## config.mk

```make
export PLATFORM = sky130hd
export DESIGN_NAME = sigdata_gen
export DESIGN_NICKNAME = d
export VERILOG_FILES = /design/src/rtl/sigdata_pkg.sv /design/src/rtl/sigdata_next.sv /design/src/rtl/sigdata_gen.sv
export SDC_FILE = /design/constraint.sdc
export NUM_CORES = 1
export LEC_CHECK = 0
export CAP_MARGIN = 25
export CORE_UTILIZATION = 55
export DETAILED_ROUTE_END_ITERATION = 12
export PLACE_DENSITY = 0.79
export SYNTH_ARGS = -nofsm -noshare
export SYNTH_HDL_FRONTEND = slang
export SYNTH_SLANG_ARGS = --single-unit
```

## constraint.sdc

```tcl
create_clock -name sclk -period 3 [get_ports sclk]
set_clock_uncertainty 0.2 [all_clocks]
set_input_delay 0.9 -clock sclk [delete_from_list [all_inputs] [get_ports sclk]]
set_output_delay 0.9 -clock sclk [all_outputs]
set_load 0.05 [all_outputs]
```

## src/rtl/sigdata_pkg.sv

```systemverilog
// Shared types and constants for the sigdata_gen stimulus source.
// No logic of its own, so no latency and no backpressure.
// The FSM state enum and the step-mode encodings live here.
package sigdata_pkg;

    typedef enum logic {
        IDLE = 1'b0,
        WAIT = 1'b1
    } state_t;

    localparam logic MODE_INC  = 1'b0;
    localparam logic MODE_LFSR = 1'b1;

    // Wide enough for the largest request-to-update wait of 255 cycles.
    localparam int CNT_W = 8;

endpackage

```

## src/rtl/sigdata_next.sv

```systemverilog
// Next-value computation for sigdata_gen: fixed increment or Galois LFSR step.
// Purely combinational (zero latency).
// No backpressure; the result is consumed only on the update edge.
// Build option SIGDATA_LFSR_EN adds the mode input, the LFSR path and the LFSR_TAPS parameter.
module sigdata_next
    import sigdata_pkg::*;
#(
    parameter int                DATA_W    = 4,
    parameter logic [DATA_W-1:0] STEP      = DATA_W'(1)
`ifdef SIGDATA_LFSR_EN
    ,
    parameter logic [DATA_W-1:0] LFSR_TAPS = DATA_W'(4'b1001)
`endif
) (
`ifdef SIGDATA_LFSR_EN
    input  logic              mode,
`endif
    input  logic [DATA_W-1:0] data,
    output logic [DATA_W-1:0] next_data
);

`ifdef SIGDATA_LFSR_EN
    logic [DATA_W-1:0] inc_val;
    logic [DATA_W-1:0] lfsr_val;

    // Select between the increment step and a right-shifting Galois LFSR step.
    always_comb begin
        inc_val = data + STEP;
        if (data == '0) begin
            // An all-zero register would stay at zero forever; kick it to 1.
            lfsr_val = DATA_W'(1);
        end else if (data[0]) begin
            lfsr_val = (data >> 1) ^ LFSR_TAPS;
        end else begin
            lfsr_val = data >> 1;
        end
        next_data = (mode == MODE_LFSR) ? lfsr_val : inc_val;
    end
`else
    // Increment only; the sum wraps modulo 2^DATA_W.
    always_comb begin
        next_data = data + STEP;
    end
`endif

endmodule

```

## src/rtl/sigdata_gen.sv

```systemverilog
// Request-driven stimulus source: a rising edge on ask_for_data advances data once after a programmable wait.
// Latency: the update and the data_valid strobe are registered DELAY+1 edges after the request edge is sampled.
// No backpressure; one further request can be held pending, and any more are dropped and flagged in sticky overrun.
// Build option SIGDATA_LFSR_EN adds the mode port and the LFSR step mode.
module sigdata_gen
    import sigdata_pkg::*;
#(
    parameter int                DATA_W    = 4,
    parameter int                DELAY     = 3,
    parameter logic [DATA_W-1:0] STEP      = DATA_W'(1),
    parameter logic [DATA_W-1:0] INIT      = '0
`ifdef SIGDATA_LFSR_EN
    ,
    parameter logic [DATA_W-1:0] LFSR_TAPS = DATA_W'(4'b1001)
`endif
) (
    input  logic              sclk,
    input  logic              rst,
    input  logic              ask_for_data,
`ifdef SIGDATA_LFSR_EN
    input  logic              mode,
`endif
    output logic [DATA_W-1:0] data,
    output logic              data_valid,
    output logic              busy,
    output logic              overrun
);

    localparam logic [CNT_W-1:0] DELAY_CNT = CNT_W'(DELAY);

    state_t            state;
    state_t            state_nx;
    logic [CNT_W-1:0]  cnt;
    logic [CNT_W-1:0]  cnt_nx;
    logic              pending;
    logic              pending_nx;
    logic              overrun_nx;
    logic              valid_nx;
    logic [DATA_W-1:0] data_nx;
    logic [DATA_W-1:0] next_val;
    logic              ask_q;
    logic              req_edge;

    // ask_q resets high, so a request level already high at reset release is not an edge.
    assign req_edge = ask_for_data & ~ask_q;

    sigdata_next #(
        .DATA_W    (DATA_W),
        .STEP      (STEP)
`ifdef SIGDATA_LFSR_EN
        ,
        .LFSR_TAPS (LFSR_TAPS)
`endif
    ) u_next (
`ifdef SIGDATA_LFSR_EN
        .mode      (mode),
`endif
        .data      (data),
        .next_data (next_val)
    );

    // Next-state logic: request acceptance, the wait countdown, the update, and the pending and overrun bookkeeping.
    always_comb begin
        state_nx   = state;
        cnt_nx     = cnt;
        pending_nx = pending;
        overrun_nx = overrun;
        data_nx    = data;
        valid_nx   = 1'b0;
        unique case (state)
            IDLE: begin
                if (req_edge) begin
                    state_nx = WAIT;
                    cnt_nx   = DELAY_CNT;
                end
            end
            WAIT: begin
                if (cnt != '0) begin
                    cnt_nx = cnt - CNT_W'(1);
                    if (req_edge) begin
                        if (pending) begin
                            overrun_nx = 1'b1;
                        end else begin
                            pending_nx = 1'b1;
                        end
                    end
                end else begin
                    data_nx  = next_val;
                    valid_nx = 1'b1;
                    if (pending) begin
                        // Start serving the held request; a coinciding edge finds the slot still full.
                        cnt_nx     = DELAY_CNT;
                        pending_nx = 1'b0;
                        if (req_edge) begin
                            overrun_nx = 1'b1;
                        end
                    end else if (req_edge) begin
                        // A coinciding edge is latched and served right away, so it is never lost.
                        cnt_nx = DELAY_CNT;
                    end else begin
                        state_nx = IDLE;
                    end
                end
            end
            default: begin
                state_nx = IDLE;
            end
        endcase
    end

    // State and output registers; the active-low reset is sampled on the clock edge.
    always_ff @(posedge sclk) begin
        if (!rst) begin
            state      <= IDLE;
            cnt        <= '0;
            pending    <= 1'b0;
            overrun    <= 1'b0;
            data       <= INIT;
            data_valid <= 1'b0;
            busy       <= 1'b0;
            ask_q      <= 1'b1;
        end else begin
            state      <= state_nx;
            cnt        <= cnt_nx;
            pending    <= pending_nx;
            overrun    <= overrun_nx;
            data       <= data_nx;
            data_valid <= valid_nx;
            busy       <= (state_nx == WAIT);
            ask_q      <= ask_for_data;
        end
    end

endmodule
```

Yosys cells after proc, flatten, opt, wreduce, memory -nomap -nowiden
Index checks and enable logic that the tools add are counted.

Add/sub/neg operators: 2. Equality and inequality tests: 1. Muxes and demuxes: 15. Bitwise logic cells: 4. Reduce and logical (&&, ||, !) cells: 5.

Operators by type and width (count): $mux W8 (3); $pmux W8 S2 (1); $mux W1 (10); $reduce_bool A8 Y1 (1); $sub A8 B1 Y8 const B (1); $reduce_and A2 Y1 (3); $add A4 B1 Y4 const B (1); $not A1 Y1 (3); $reduce_and A3 Y1 (1); $ne A2 B2 Y1 const B (1); $pmux W1 S2 (1); $and A1 B1 Y1 (1).

Register bits: 17. Input port bits: 3. Output and inout port bits: 7. Logic and storage cells: 34.

Longest topological paths before layout
Depth after elaboration: 6. Mapped depth: 6. Mapped depth without buffers: 6.

Cells and area by module
Synthesis repeated with hierarchy kept, for this count alone.

Cell total of the unflattened synthesis: 88. Area, all modules: 817.0 sq um.

By module, submodules not included: sigdata_gen (times used 1, cells each 83, area each 773.2 sq um, sequential area each 340.3 sq um); sigdata_next (times used 1, cells each 5, area each 43.8 sq um, sequential area each 0.0 sq um).

Least setup slack after synthesis
Ideal clock, no wire load.

Path kind: input port to flip-flop. Start: in rst. End: reg cnt[2]. Library setup time: 74 ps. Data arrival time: 1622 ps. Required time: 2726 ps. Path slack: 1104 ps. Cell stages on the path: 4. Buffers on the path: 0. Cells stage by stage: clkinv_1 nor3_1 inv_1 a31oi_1.

RTL lines: start, declared (RTL line sigdata_gen.sv:18) `input logic rst,`; end signal, assigned (RTL line sigdata_gen.sv:124) `cnt <= cnt_nx;`; end, declared (RTL line sigdata_gen.sv:33) `logic [CNT_W-1:0] cnt;`.

==> impl_metrics.ini <==
[critical_path]
cp_max_fo = 10
worstPathArrival_ps = 1690
worstSetupPathType = reg2out
worstPathBufferInverterCount = 1
critPathLaunchType = flip-flop
crit_chain = clkdlybuf4s50_1
cp.required_ps = 1900
cp_slowest_stage_delay_ps = 870
cp_slowest_cell = clkdlybuf4s50_1
critPathTopFamily = buffers and inverters
end_kind = output pin
crit-reg2reg-launch = cnt[0]
critPathLaunch = state

[finish]
nets = 105
area_growth_pct = 17.52
diodes = 0
final_util_pct = 70.09
final_layout_size_suffix_gt1_share_pct = 7.143
fin_area_um2 = 923.4

[routing]
routed_wl_um = 1375
wl_per_cell_um = 12.17
vias_per_cell = 5.558
drc = 0
vias = 628
final_antenna_net_count = 0
dr.pass1.iters = 6
drt-initial-drc-count = 6

[power]
p_leak_nw = 0.3762
power.density_nw_per_um2 = 599.8
p_switching_mw = 0.1855
peakVddDrop_v = 0.0003842
p_clk_share_pct = 21.8
seqPwrFrac_pct = 49.0
comb_power_share_pct = 29.2
p_sw_share_pct = 33.49
internal-power_mw = 0.3684

[hold_path]
hold_path.class = reg2reg
holdCritStartpoint = data[3]

[synthesis]
syn_nets = 91
synth_area_per_cell_um2 = 9.244
synth_enable_flop_cells = 0
yosysSeqAreaShare_pct = 43.31
synth.distinct_cells = 30
syn_inst = 85
ys_async_sr_fraction_pct = 0
yosys_most_used_dff = dfxtp_1
ys_warn_count = 0
syn_area_um2 = 785.8
ys_ff_latch = 17

[timing]
relSlewSlack_pct = 63.14
whs_ps = 295.9
finalSetupViolCount = 0
max_freq_ghz = 0.3586
period_share_pct = 92.96
tns_ps = 0
rsz0062_at_grt = no
worst_slew_pin_slew_ps = 548.7
drv_slew = 0
fin_crit_ps = 2789
hold_viol_final = 0

[die]
die_y_um = 39.80
row_count = 13
die_w_um = 39.80
ioPinCount = 10
core_area_um2 = 1318
die-area_um2 = 1584
start_util_pct = 59.64

[grt]
grt_max_degree = 11
overflow = 0
grt_pass1_vias = 522
grt_usage_pct = 20.90
grt_pass1_wl_um = 2159
antenna_found_initial = 0

[clocking]
clk_path_buf_depth = 2
postCtsSetupRepairBufs = 0
insertion_delay_ps = 280
cts_htree_levels = 1
numCtsBuffers = 3
holdBufCountCts = 0
cts_root_buffer = clkbuf_4
cts_num_sinks = 17
clkTransAtPathRegs_ps = 90
cts_resized = 0
cts_tree = built

[placed_design]
place_hpwl_um = 1047
io_buffers = 9
dpl_cell_area_um2 = 897.1
place_congestion = 0.7478

[run]
cap_violations = 0

[status]
outcome = finished, final reports clean
[Yosys cell counts, types with 2 or more instances]
master	n	area, um2
inv_1	4	15.01
a21oi_1	7	35.03
nor3b_1	2	15.01
dfxtp_1	17	340.3
a31oi_1	3	18.77
o21ai_0	2	10.01
nand2_1	6	22.52
nand2b_1	3	18.77
nand3_1	3	15.01
xor2_1	3	26.28
nor2_1	9	33.78
mux2i_1	3	30.03
ha_1	3	37.54
o211a_1	2	20.02
nor3_1	3	15.01
[state kept, by name, indices dropped and copies added (netlist names)]
name and flops:
data 4, state 1, ask_q 1, data_valid 1
overrun 1, cnt 8, pending 1
[logic make-up (layout without fill, tap and decap cells)]
| logic type | count (synthesis) | after routing | synth area share (%) |
|---|---|---|---|
| xor+xnor | 4 | 4 | 4.459 |
| fa+ha+maj | 3 | 3 | 4.778 |
| mux | 3 | 3 | 3.822 |
| compound gates | 18 | 18 | 14.65 |
| flops | 17 | 17 | 43.31 |
| buf+inv | 6 | 19 | 3.024 |
| simple gates | 34 | 34 | 25.96 |
[path summary, 6_finish.rpt]
kind,endpoint,slack (ps),cells past startpoint
worst max-delay path,busy,210,1
worst min-delay path,data[3],300,2
worst max register to register,cnt[3],1050,6
worst min register to register,data[3],300,2
[per-stage QoR]
step,cells,setup slack (ps),total power [mW]
after detailed placement,109,345.7,0.4367
after floorplan,85,1104,0.4021
after CTS,113,201.0,0.5582
after global routing,113,125.1,0.5896
final,113,211.1,0.5538
after global placement,109,426.4,0.4304
[final cells by class]
type | instances | area, um2
Clock buffer | 4 | 26.28
Timing Repair Buffer | 10 | 97.59
Sequential cell | 17 | 340.3
Multi-Input combinational cell | 62 | 421.7
Fill cell | 115 | 394.1
Inverter | 5 | 18.77
Tap cell | 15 | 18.77
[cells in the final DEF, fill, tap and decap left out, types with 3 or more instances in the layout]
master and instances:
mux2i_1 3, dfxtp_1 17, nand2_1 6, ha_1 3
nand3_1 3, a21oi_1 7, nand2b_1 3, xor2_1 3
a31oi_1 3, inv_1 4, clkdlybuf4s50_1 9, clkbuf_4 3
nor2_1 9, nor3_1 3
[power by group through the flow]
stage / Sequential [mW] / Clock [mW] / Combinational [mW]
2_1_floorplan: 0.281 / 0 / 0.121
3_3_place_gp: 0.275 / 0 / 0.156
3_5_place_dp: 0.276 / 0 / 0.161
4_1_cts: 0.271 / 0.125 / 0.162
5_1_grt: 0.275 / 0.135 / 0.180
6_report: 0.271 / 0.121 / 0.162
[metal layers]
| layer | vias up | routed length [um] | GRT usage [%] |
|---|---|---|---|
| met3 | 2 | 40 | 3.409 |
| met4 | 0 | 8 | 10.34 |
| met2 | 13 | 640 | 31.97 |
| li1 | 325 | - | - |
| met1 | 288 | 686 | 27.84 |
| met5 | - | 0 | 0 |
Power figures use the tool's default switching activity.
